===== config.mk =====
export PLATFORM = sky130hd
export DESIGN_NAME = fetch_sequencer_flat
export DESIGN_NICKNAME = d
export VERILOG_FILES = /design/src/rtl/fetch_sequencer_if.sv /design/src/rtl/fetch_sequencer.sv /design/src/flat_wrapper.sv
export SDC_FILE = /design/constraint.sdc
export NUM_CORES = 1
export LEC_CHECK = 0
export CORE_ASPECT_RATIO = 1.1
export CORE_MARGIN = 8
export CORE_UTILIZATION = 35
export DETAILED_ROUTE_END_ITERATION = 6
export SETUP_SLACK_MARGIN = 0.02
export SYNTH_ARGS = -nofsm -noshare
export SYNTH_HDL_FRONTEND = slang
export SYNTH_SLANG_ARGS = --single-unit

===== constraint.sdc =====
create_clock -name clk -period 5.6 [get_ports clk]
set_input_delay 1.12 -clock clk [delete_from_list [all_inputs] [get_ports clk]]
set_output_delay 1.12 -clock clk [all_outputs]
set_load 0.01 [all_outputs]

===== src/rtl/fetch_sequencer_if.sv =====
// Fetch-side bus bundle: the ROM read port and the decode valid/ready handshake.
// master = fetch_sequencer, slave = ROM/decode side.
`timescale 1ns/1ps
interface fetch_sequencer_if #(
  parameter int unsigned ADDR_W = 6
);
  logic [ADDR_W-1:0] rom_addr;
  logic [31:0]       rom_data;
  logic              inst_valid;
  logic              inst_ready;
  logic [31:0]       inst_data;
  logic [ADDR_W+1:0] inst_pc;

  modport master (
    output rom_addr,
    input  rom_data,
    output inst_valid,
    input  inst_ready,
    output inst_data,
    output inst_pc
  );

  modport slave (
    input  rom_addr,
    output rom_data,
    input  inst_valid,
    output inst_ready,
    input  inst_data,
    input  inst_pc
  );
endinterface


===== src/rtl/fetch_sequencer.sv =====
// Instruction-fetch controller: owns the PC, issues ROM reads, tracks ROM latency in a
// shift pipe, buffers returned words in a small FIFO and hands them to decode.
// Optional feature macro FETCH_BOUND_CHECK_EN: stop fetching at ROM_DEPTH and flag
// fetch_fault_o once the buffered words have drained.
`timescale 1ns/1ps
module fetch_sequencer #(
  parameter int unsigned ADDR_W    = 6,
  parameter int unsigned ROM_DEPTH = 12,
  parameter int unsigned ROM_LAT   = 1,
  parameter int unsigned BUF_DEPTH = 2
) (
  input  logic                  clk,
  input  logic                  rst,
  input  logic                  start_i,
  input  logic                  halt_req_i,
  input  logic                  redirect_valid_i,
  input  logic [ADDR_W+1:0]     redirect_pc_i,
  fetch_sequencer_if.master     fetch_io,
  output logic                  busy_o,
  output logic                  fetch_fault_o
);

  localparam int unsigned PC_W  = ADDR_W + 2;
  localparam int unsigned PTR_W = (BUF_DEPTH > 1) ? $clog2(BUF_DEPTH) : 1;
  localparam int unsigned CNT_W = $clog2(BUF_DEPTH + 1);

`ifdef FETCH_BOUND_CHECK_EN
  localparam bit BoundCheck = 1'b1;
`else
  localparam bit BoundCheck = 1'b0;
`endif

  typedef enum logic [1:0] {StIdle, StRun, StDrain, StHalt} state_e;

  state_e               state_q;
  logic [PC_W-1:0]      pc_q;
  logic [ADDR_W-1:0]    rom_addr_q;
  logic [ROM_LAT-1:0]   pipe_vld_q;
  logic [PC_W-1:0]      pipe_pc_q   [ROM_LAT];
  logic [31:0]          fifo_data_q [BUF_DEPTH];
  logic [PC_W-1:0]      fifo_pc_q   [BUF_DEPTH];
  logic [PTR_W-1:0]     wr_ptr_q, rd_ptr_q;
  logic [CNT_W-1:0]     cnt_q;
  logic                 oob_q;
  logic                 fault_q;

  logic                 redir, pop, push, issue, oob;
  int unsigned          inflight, occ;

  // Per-cycle handshake decisions: redirect, pop, capture and issue credit.
  always_comb begin
    redir    = redirect_valid_i && (state_q == StRun || state_q == StDrain);
    inflight = 0;
    for (int i = 0; i < ROM_LAT; i++) inflight += 32'(pipe_vld_q[i]);
    pop  = (cnt_q != '0) && fetch_io.inst_ready && !redir;
    push = pipe_vld_q[ROM_LAT-1] && !redir;
    // A pop this cycle frees a slot, so it returns a credit to the issue check.
    occ  = 32'(cnt_q) + inflight - 32'(pop);
    oob  = BoundCheck && (32'(pc_q[PC_W-1:2]) >= ROM_DEPTH);
    issue = (state_q == StRun) && !halt_req_i && !redir && !oob && (occ < BUF_DEPTH);
  end

  // FSM, PC, latency pipe and FIFO state.
  always_ff @(posedge clk or posedge rst) begin
    if (rst) begin
      state_q    <= StIdle;
      pc_q       <= '0;
      rom_addr_q <= '0;
      pipe_vld_q <= '0;
      wr_ptr_q   <= '0;
      rd_ptr_q   <= '0;
      cnt_q      <= '0;
      oob_q      <= 1'b0;
      fault_q    <= 1'b0;
      for (int i = 0; i < ROM_LAT; i++) pipe_pc_q[i] <= '0;
      for (int i = 0; i < BUF_DEPTH; i++) begin
        fifo_data_q[i] <= '0;
        fifo_pc_q[i]   <= '0;
      end
    end else begin
      pipe_vld_q[0] <= issue;
      pipe_pc_q[0]  <= pc_q;
      for (int i = 1; i < ROM_LAT; i++) begin
        pipe_vld_q[i] <= pipe_vld_q[i-1];
        pipe_pc_q[i]  <= pipe_pc_q[i-1];
      end

      if (issue) begin
        rom_addr_q <= pc_q[PC_W-1:2];
        pc_q       <= pc_q + PC_W'(4);
      end

      if (redir) begin
        // Dropping the valid bits makes every in-flight read stale.
        pipe_vld_q <= '0;
        wr_ptr_q   <= '0;
        rd_ptr_q   <= '0;
        cnt_q      <= '0;
      end else begin
        if (push) begin
          fifo_data_q[wr_ptr_q] <= fetch_io.rom_data;
          fifo_pc_q[wr_ptr_q]   <= pipe_pc_q[ROM_LAT-1];
          wr_ptr_q              <= wr_ptr_q + PTR_W'(1);
        end
        if (pop) rd_ptr_q <= rd_ptr_q + PTR_W'(1);
        cnt_q <= cnt_q + CNT_W'(push) - CNT_W'(pop);
      end

      unique case (state_q)
        StIdle, StHalt: begin
          if (start_i) begin
            state_q <= StRun;
            pc_q    <= '0;
            oob_q   <= 1'b0;
            fault_q <= 1'b0;
          end
        end
        StRun: begin
          if (redir) begin
            pc_q  <= redirect_pc_i & ~PC_W'(3);
            oob_q <= 1'b0;
          end else if (halt_req_i) begin
            state_q <= StDrain;
          end else if (oob) begin
            state_q <= StDrain;
            oob_q   <= 1'b1;
          end
        end
        StDrain: begin
          if (redir) begin
            pc_q  <= redirect_pc_i & ~PC_W'(3);
            oob_q <= 1'b0;
            if (!halt_req_i) state_q <= StRun;
          end else if (inflight == 0 && cnt_q == '0) begin
            state_q <= StHalt;
            fault_q <= oob_q;
          end
        end
        default: state_q <= StIdle;
      endcase
    end
  end

  assign fetch_io.rom_addr   = rom_addr_q;
  assign fetch_io.inst_valid = (cnt_q != '0);
  assign fetch_io.inst_data  = (cnt_q != '0) ? fifo_data_q[rd_ptr_q] : '0;
  assign fetch_io.inst_pc    = (cnt_q != '0) ? fifo_pc_q[rd_ptr_q] : '0;
  assign busy_o              = (state_q == StRun) || (state_q == StDrain);
  assign fetch_fault_o       = BoundCheck && fault_q;

endmodule

===== src/flat_wrapper.sv =====
// flat-port wrapper written by rule: the top's interface ports become plain ports
module fetch_sequencer_flat 
#(
  parameter int unsigned ADDR_W    = 6,
  parameter int unsigned ROM_DEPTH = 12,
  parameter int unsigned ROM_LAT   = 1,
  parameter int unsigned BUF_DEPTH = 2
)
  (clk, rst, start_i, halt_req_i, redirect_valid_i, redirect_pc_i, busy_o, fetch_fault_o, fetch_io_rom_addr, fetch_io_rom_data, fetch_io_inst_valid, fetch_io_inst_ready, fetch_io_inst_data, fetch_io_inst_pc);
  fetch_sequencer_if #(.ADDR_W(ADDR_W)) fetch_io_i ();
  input  logic clk;
  input  logic rst;
  input  logic start_i;
  input  logic halt_req_i;
  input  logic redirect_valid_i;
  input  logic [ADDR_W+1:0] redirect_pc_i;
  output logic busy_o;
  output logic fetch_fault_o;
  output wire logic [$bits(fetch_io_i.rom_addr)-1:0] fetch_io_rom_addr;
  input wire logic [$bits(fetch_io_i.rom_data)-1:0] fetch_io_rom_data;
  output wire logic [$bits(fetch_io_i.inst_valid)-1:0] fetch_io_inst_valid;
  input wire logic [$bits(fetch_io_i.inst_ready)-1:0] fetch_io_inst_ready;
  output wire logic [$bits(fetch_io_i.inst_data)-1:0] fetch_io_inst_data;
  output wire logic [$bits(fetch_io_i.inst_pc)-1:0] fetch_io_inst_pc;
  assign fetch_io_rom_addr = fetch_io_i.rom_addr;
  assign fetch_io_i.rom_data = fetch_io_rom_data;
  assign fetch_io_inst_valid = fetch_io_i.inst_valid;
  assign fetch_io_i.inst_ready = fetch_io_inst_ready;
  assign fetch_io_inst_data = fetch_io_i.inst_data;
  assign fetch_io_inst_pc = fetch_io_i.inst_pc;
  fetch_sequencer #(.ADDR_W(ADDR_W), .ROM_DEPTH(ROM_DEPTH), .ROM_LAT(ROM_LAT), .BUF_DEPTH(BUF_DEPTH)) u_core (.clk(clk), .rst(rst), .start_i(start_i), .halt_req_i(halt_req_i), .redirect_valid_i(redirect_valid_i), .redirect_pc_i(redirect_pc_i), .fetch_io(fetch_io_i), .busy_o(busy_o), .fetch_fault_o(fetch_fault_o));
endmodule

==> results of run 1 <==
## cell families (layout without fill, tap and decap cells)
logic type	count (synthesis)	after routing	share of synthesized area
mux	124	124	0.283
flops	101	101	0.532
simple gates	79	79	0.0767
buf+inv	39	124	0.0385
compound gates	18	18	0.0263
fa+ha+maj	12	12	0.0332
xor+xnor	5	5	0.00922
other cells	1	3	0.000790
## flip-flops by register name, summed over array words and instances (netlist names)
signal / cells
u_core.pipe_vld_q: 1
u_core.fifo_data_q: 64
u_core.cnt_q: 2
u_core.state_q: 2
u_core.fetch_io.rom_addr: 6
u_core.pc_q: 6
u_core.rd_ptr_q: 1
u_core.fifo_pc_q: 12
u_core.pipe_pc_q: 6
u_core.wr_ptr_q: 1
## worst reg2reg max path, cell delays in order (launching register included)
cell       delay, ps
dfrtp_1          350
inv_1             60
ha_1             390
nor2b_1          140
buf_4            170
nor3_1            90
ha_1             200
ha_1             170
nand4bb_1        200
a311o_1          460
nor2_2           340
mux2_2           380
## power breakdown
group / switching, uW / internal (uW) / total [uW]
clock: 264 / 314 / 578
combinational: 598 / 780 / 1380
sequential: 210 / 1040 / 1250
## area by class of cell
type	instances	area share
multi-input combinational	241	0.340
inverter	15	0.00973
clock inverter	5	0.00580
clock buffer	11	0.0402
tap	161	0.0333
timing repair buffer	93	0.152
sequential	101	0.418
## synth_stat cells, drive strengths merged (2+ instances only)
cell type | number | area [sq um]
nand2b | 3 | 18.8
mux2i | 41 | 410
nor2 | 47 | 181
nand4 | 2 | 12.5
ha | 11 | 138
inv | 15 | 56.3
nand3 | 4 | 20.0
and2b | 2 | 15.0
a31oi | 3 | 18.8
dfrtp | 101 | 2530
mux2 | 83 | 935
o21ai | 6 | 30.0
clkbuf | 6 | 22.5
buf | 18 | 104
xnor2 | 4 | 35.0
nor2b | 3 | 18.8
nor3 | 2 | 10.0
and2 | 2 | 12.5
nand2 | 9 | 33.8
or4 | 2 | 15.0
## routing by layer
layer	GRT usage	vias to the layer above
met5	0	-
met4	0.0589	0
met3	0.0362	14
met2	0.189	75
met1	0.145	1529
li1	-	1459
## per-stage QoR
step	cells	power [uW]	utilization	worst slack [ps]
3_3_place_gp	611	2640	0.436	1570
4_1_cts	627	3280	0.457	1900
2_1_floorplan	381	2120	-	1830
5_1_grt	627	3460	0.457	1730
6_report	627	3210	0.457	1910
3_5_place_dp	611	2680	0.436	1530
## how the worst max path moves through the flow
stage | slack [ps] | end | startpoint
final | 1910 | u_core.fetch_io.rom_addr[4] | redirect_valid_i
after global routing | 1730 | u_core.fetch_io.rom_addr[2] | redirect_valid_i
after CTS | 1900 | u_core.fetch_io.rom_addr[2] | redirect_valid_i
after detailed placement | 1530 | u_core.fetch_io.rom_addr[2] | redirect_valid_i
after global placement | 1570 | u_core.fetch_io.rom_addr[3] | redirect_valid_i
after floorplan | 1830 | u_core.cnt_q[0] | rst
==> impl_metrics.toml, run 1 <==
[run_status]
run_status = "finished clean"

[floorplan]
start_util = 0.359
ios = 95
rows = 44
die_w_microns = 127
die_area_sq_um = 17600
core_area_sq_um = 13200
die_h_microns = 138

[placement]
place.gp.congestion = 0.783
dp_hpwl_mm = 6.74
port_buffers = 89
placed_area_sq_um = 5770

[logic_synthesis]
postSynthCellCount = 379
ys_seq_area_frac = 0.532
ys.flop_type = "dfrtp_1"
yosysUniqueCellTypes = 40
synth_area_sq_um = 4750
syn_avg_cell_area_sq_um = 12.5
synth-seq-cells = 101
async_flop_share = 1.00
ys_warn_count = 0
synth_edf_count = 0

[sta]
fin_skew_ps = 8.73
timing.fmax_mhz = 271
maxSlewViolCount = 0
worst_pin_slew_ps = 1020
hold_ws_ps = 463
max_slew_margin = 0.319
fin_crit_sh = 0.659
rsz0062_at_grt = "false"
final-hold-violation-count = 0
setup_tns_ps = 0
min_period_ps = 3690
setup_viol = 0

[route]
dr.pass1.iters = 4
wl_per_cell_microns = 15.9
met2WireLength_mm = 4.68
vias = 3077
routed_wl_mm = 9.95
routed.top_layer = "met4"
drc_errors = 0
vias_per_cell = 4.91
dr.first_iter.drc_count = 151
met1_length_mm = 4.46
drtAntennaViolNets = 0
wl_met3_microns = 591

[layout]
mostFrequentLayoutCell = "dfrtp_1"
drive_gt1_frac = 0.236
diodes = 0
fin_nets = 519
area_growth_pct = 27.2
design_area_sq_um = 6040
multi_input_area_sq_um = 2060
fill_cells = 1250
final-seq-area_sq_um = 2530
final_cell_mix = "100 x dfrtp_1, 89 x clkdlybuf4s50_1, 83 x mux2_2"

[critical_path]
r2r_cells = 11
path_buf_inv = 2
cp_max_fo = 9
critPathTopFamily = "simple AND/OR/NAND/NOR gates"
cp_slowest_cell = "clkdlybuf4s50_1"
rrSetupSlack_ps = 2540
cpPeakStageDelay_ps = 620
reg2reg_from = "u_core.state_q[0]"
start_kind = "input port"
crit_type = "in2reg"
end_kind = "flop"
worstPathRequired_ps = 5830
cp_num_cells = 10
critPathArrivalTime_ps = 3920
worst_path_most_repeated_cell = "ha_1"
crit_chain = "clkdlybuf4s50_1 > nor2b_1 > buf_4 > nor3_1 > ha_1 > ha_1 > nand4bb_1 > a311o_1 > nor2_2 > mux2_2"
r2r-end = "u_core.fetch_io.rom_addr[4]"

[min_path]
hold_depth = 0
hp-class = "reg2reg"
hold_start = "u_core.pc_q[7]"
holdPathEnd = "u_core.pipe_pc_q[7]"

[clocking]
htree_levels = 3
cts_tree = "built"
numCtsBuffers = 9
ctsHoldBuffers = 0
clk_pin_slew_ps = 70
postCtsResizedCells = 0
root_buffer = "clkbuf_16"
cts_setup_buffers = 0
clock_sinks = 101
insertion_delay_ps = 340
cts_buffer_depth = 2

[global_route]
grt_pass1_vias = 3254
grt_max_degree = 62
antenna_found_initial = 0
overflow = 0
grtUsageTotal = 0.120
grt_pass1_wl_mm = 16.8

[flow_run]
cap_violations = 0

[pwr]
power_density_nw_per_um2 = 531
peakVddDrop_mv = 0.192
leakagePower_uw = 0.00265
Note: power is estimated with default switching activity, not from simulation.
==> inputs of run 2 (changes only) <==
Clock period 5.6 ns to 3.5 ns, I/O delays scaled along.
==> impl_metrics.toml, run 2 (synthesis gave the netlist of run 1 again) <==
[clocking]
cts_buffer_depth = 2
clk_pin_slew_ps = 70
insertion_delay_ps = 340
cts_tree = "built"
htree_levels = 3
postCtsResizedCells = 0
numCtsBuffers = 9
cts_setup_buffers = 0
clock_sinks = 101
root_buffer = "clkbuf_16"
ctsHoldBuffers = 0

[layout]
design_area_sq_um = 6130
largest_reg_flops = 64
diodes = 0
final_cell_mix = "100 x dfrtp_1, 89 x clkdlybuf4s50_1, 83 x mux2_2"
finalCoreUtilization = 0.464
largestRegisters = "u_core.fifo_data_q (64), u_core.fifo_pc_q (12)"
fin_nets = 528
stdcell_count = 636
mostFrequentLayoutCell = "dfrtp_1"
drive_gt1_frac = 0.253
largest-register = "u_core.fifo_data_q"
area_growth_pct = 29.1

[route]
drc_errors = 0
vias = 3145
wl_per_cell_microns = 16.1
dr.first_iter.drc_count = 137
drtAntennaViolNets = 0
dr.pass1.iters = 4
routed_wl_mm = 10.2
vias_per_cell = 4.94

[global_route]
grtUsageTotal = 0.123
antenna_found_initial = 0
grt_max_degree = 68
overflow = 0
grt_pass1_vias = 3417
grt_pass1_wl_mm = 17.3

[sta]
hold_ws_ps = 472
rsz0062_at_grt = "false"
min_period_ps = 2960
fin_crit_sh = 0.846
fin_skew_ps = 7.93
final-hold-violation-count = 0
maxSlewViolCount = 0
worst_pin_slew_ps = 504
setup_tns_ps = 0
max_slew_margin = 0.664
setup_viol = 0
timing.fmax_mhz = 338

[pwr]
netSwitchingPower_uw = 1760
switching_share = 0.339
intPower_uw = 3440
p_clk_frac = 0.180
pwr-share-comb = 0.437
leakagePower_uw = 0.00269
power_density_nw_per_um2 = 848
p_seq_frac = 0.382
peakVddDrop_mv = 0.396

[critical_path]
cp_max_fo = 9
crit_type = "in2reg"
worstPathRequired_ps = 3730
end_kind = "flop"
cp-startpoint = "redirect_valid_i"
reg2reg_from = "u_core.state_q[0]"
start_kind = "input port"
critPathArrivalTime_ps = 3190

[placement]
port_buffers = 89
dp_hpwl_mm = 7.20
place.gp.congestion = 0.763
dp_cells = 620
placed_area_sq_um = 5850

[flow_run]
cap_violations = 0

[floorplan]
ios = 95
die_h_microns = 138
die_w_microns = 127
die_area_sq_um = 17600
rows = 44
start_util = 0.359
core_area_sq_um = 13200

[min_path]
hold_start = "u_core.pc_q[3]"
hp-class = "reg2reg"

[run_status]
run_status = "finished clean"
-- run 2: cell count changes in the layout (fill, tap and decap cells not counted) --
cell | previous run | this run
clkbuf_1 | 1 | 0
buf_4 | 4 | 12
clkbuf_8 | 1 | 0
clkinv_2 | 2 | 0
clkinvlp_4 | 1 | 4
inv_8 | 0 | 1
buf_12 | 0 | 1
-- run 2: area by class of cell --
cell class / instances / area, sq um
Fill cell: 1227 / 7080
Sequential cell: 101 / 2530
Multi-Input combinational cell: 241 / 2060
Timing Repair Buffer: 102 / 1000
Clock buffer: 9 / 225
Tap cell: 161 / 201
Clock inverter: 7 / 58.8
Inverter: 15 / 58.8
-- run 2: path summary, 6_finish.rpt --
check / slack, ps / cells after the start / to
setup / recovery: 540 / 9 / u_core.fetch_io.rom_addr[5]
hold / removal: 470 / 0 / u_core.pipe_pc_q[3]
setup reg to reg: 550 / 10 / u_core.fetch_io.rom_addr[5]
hold reg to reg: 470 / 0 / u_core.pipe_pc_q[3]
max in group asynchronous: 2060 / 3 / u_core.fifo_data_q[29]
min in group asynchronous: 740 / 2 / u_core.fifo_data_q[13]
-- run 2: layer usage --
metal / track usage / wire, microns
met4: 0.0376 / 110
met5: 0 / 0
met2: 0.201 / 4950
met1: 0.151 / 4590
met3: 0.0369 / 587
-- run 2: worst max-delay path: stages --
cell,delay (ps)
clkdlybuf4s50_1,470
nor2b_1,190
nor3_1,110
ha_1,220
ha_1,180
nand4bb_1,190
a311o_1,460
nor2_2,300
mux2_2,370
-- run 2: metrics by stage --
step	setup WS, ps	power (uW)
after global placement	217	4260
after global routing	345	5610
final	540	5200
after CTS	539	5290
after floorplan	153	3400
after detailed placement	177	4340
-- run 2: power groups by stage --
stage	logic (uW)	clock network, uW	registers (uW)
finish	2270	938	1990
global placement	2280	0	1990
global route	2510	1030	2070
CTS	2330	969	2000
detailed placement	2320	0	2020
floorplan	1500	0	1900
==> inputs of run 3 (changes only) <==
Clock period 3.5 ns to 2.85 ns, I/O delays scaled along.
==> impl_metrics.toml, run 3 (synthesis gave the netlist of run 1 again) <==
[layout]
final-seq-area_sq_um = 2530
drive_gt1_frac = 0.266
multi_input_area_sq_um = 2060
finalCoreUtilization = 0.473
mostFrequentLayoutCell = "dfrtp_1"
largest-register = "u_core.fifo_data_q"
fin_nets = 536
largest_reg_flops = 64
largestRegisters = "u_core.fifo_data_q (64), u_core.fifo_pc_q (12)"
fill_cells = 1233
diodes = 0
area_growth_pct = 31.5
final_cell_mix = "100 x dfrtp_1, 89 x clkdlybuf4s50_1, 83 x mux2_2"

[route]
routed_wl_mm = 10.3
vias_per_cell = 4.95
drtAntennaViolNets = 0
wl_per_cell_microns = 16.1
vias = 3175
dr.first_iter.drc_count = 106
drc_errors = 0
dr.pass1.iters = 4

[placement]
place_ws_ps = -250
dp_hpwl_mm = 7.24
port_buffers = 89
place.gp.congestion = 0.767

[critical_path]
critPathTopFamily = "adder cells"
cp_max_fo = 7
worstPathRequired_ps = 3110
crit_chain = "ha_1 > inv_1 > ha_1 > inv_1 > ha_1 > ha_1 > nand4bb_1 > a311o_2 > or4_1 > a31oi_1"
critPathArrivalTime_ps = 2950
crit_type = "reg2reg"
path_buf_inv = 2
worst_path_most_repeated_cell = "ha_1"
cpPeakStageDelay_ps = 510
start_kind = "flop"
cp_slowest_cell = "or4_1"
end_kind = "flop"

[global_route]
grt_max_degree = 39
overflow = 0
grt_pass1_vias = 3389
grt_pass1_wl_mm = 17.7
antenna_found_initial = 0
grtUsageTotal = 0.125

[sta]
fin_crit_sh = 0.942
timing.fmax_mhz = 372
min_period_ps = 2690
maxSlewViolCount = 0
final-hold-violation-count = 0
setup_viol = 0
fin_skew_ps = 5.34
setup_ws_ps = 165
hold_ws_ps = 470
rsz0062_at_grt = "false"

[clocking]
insertion_delay_ps = 340
cts_tree = "built"
clk_pin_slew_ps = 60
numCtsBuffers = 9
cts_buffer_depth = 2
clock_sinks = 101
htree_levels = 3
root_buffer = "clkbuf_16"

[floorplan]
start_util = 0.359
die_h_microns = 138
die_area_sq_um = 17600
core_area_sq_um = 13200
ios = 95
die_w_microns = 127
rows = 44

[pwr]
power_density_nw_per_um2 = 1040
leakagePower_uw = 0.00277
peakVddDrop_mv = 0.526

[min_path]
hp-class = "reg2reg"

[flow_run]
cap_violations = 0

[run_status]
run_status = "finished clean"
run 3: changes by cell type in the layout (fill, tap and decap cells not counted), sizes merged:
cell / change
buf: +8
clkbuf: +4
clkinvlp: -3
inv: -3
run 3: metal layers:
layer  track usage  vias to the layer above  routed length [microns]
met2         0.201                       71                     5000
met4        0.0445                        0                      182
met1         0.152                     1595                     4540
met3        0.0427                       15                      600
li1              -                     1494                        -
met5             0                        -                        0
run 3: final cells by class:
type / instances / share of cell area
clock buffers: 13 / 0.0449
clock inverters: 1 / 0.000801
inverters: 15 / 0.00962
multi-input cells: 241 / 0.330
flip-flops and latches: 101 / 0.405
well taps: 161 / 0.0323
repair buffers: 110 / 0.178
run 3: what timing repair did:
item                       CTS  global route
setup buffers                0             0
gates resized for setup      0             2
hold buffers                 0             0
setup endpoints to repair    0             8
run 3: final timing paths:
| path | from | to | slack [ps] | depth (start not counted) |
|---|---|---|---|---|
| setup / recovery | u_core.cnt_q[0] | u_core.pc_q[7] | 160 | 10 |
| hold / removal | u_core.pc_q[7] | u_core.pipe_pc_q[7] | 470 | 0 |
| setup reg to reg | u_core.cnt_q[0] | u_core.pc_q[7] | 160 | 10 |
| hold reg to reg | u_core.pc_q[7] | u_core.pipe_pc_q[7] | 470 | 0 |
| max in group asynchronous | rst | u_core.fifo_data_q[29] | 1640 | 3 |
| min in group asynchronous | rst | u_core.fifo_data_q[46] | 580 | 2 |
run 3: worst reg2reg max path, cell delays in order (launching register included):
cell and delay (ps):
dfrtp_1 420, ha_1 190, inv_1 90, ha_1 280, inv_1 40, ha_1 170
ha_1 170, nand4bb_1 190, a311o_2 400, or4_1 510, a31oi_1 160
run 3: where the power goes:
group | internal [uW] | switching, uW
clock network | 676 | 483
logic | 1640 | 1250
registers | 2050 | 381
total | 4370 | 2120
run 3: stage by stage:
stage	instance area [sq um]	setup TNS, ps	power [uW]	std cells
finish	6250	0	6480	642
detailed placement	5960	-1790	5410	628
floorplan	4760	0	4170	381
global placement	5960	-1460	5320	628
global route	6250	0	6970	642
CTS	6240	0	6610	642
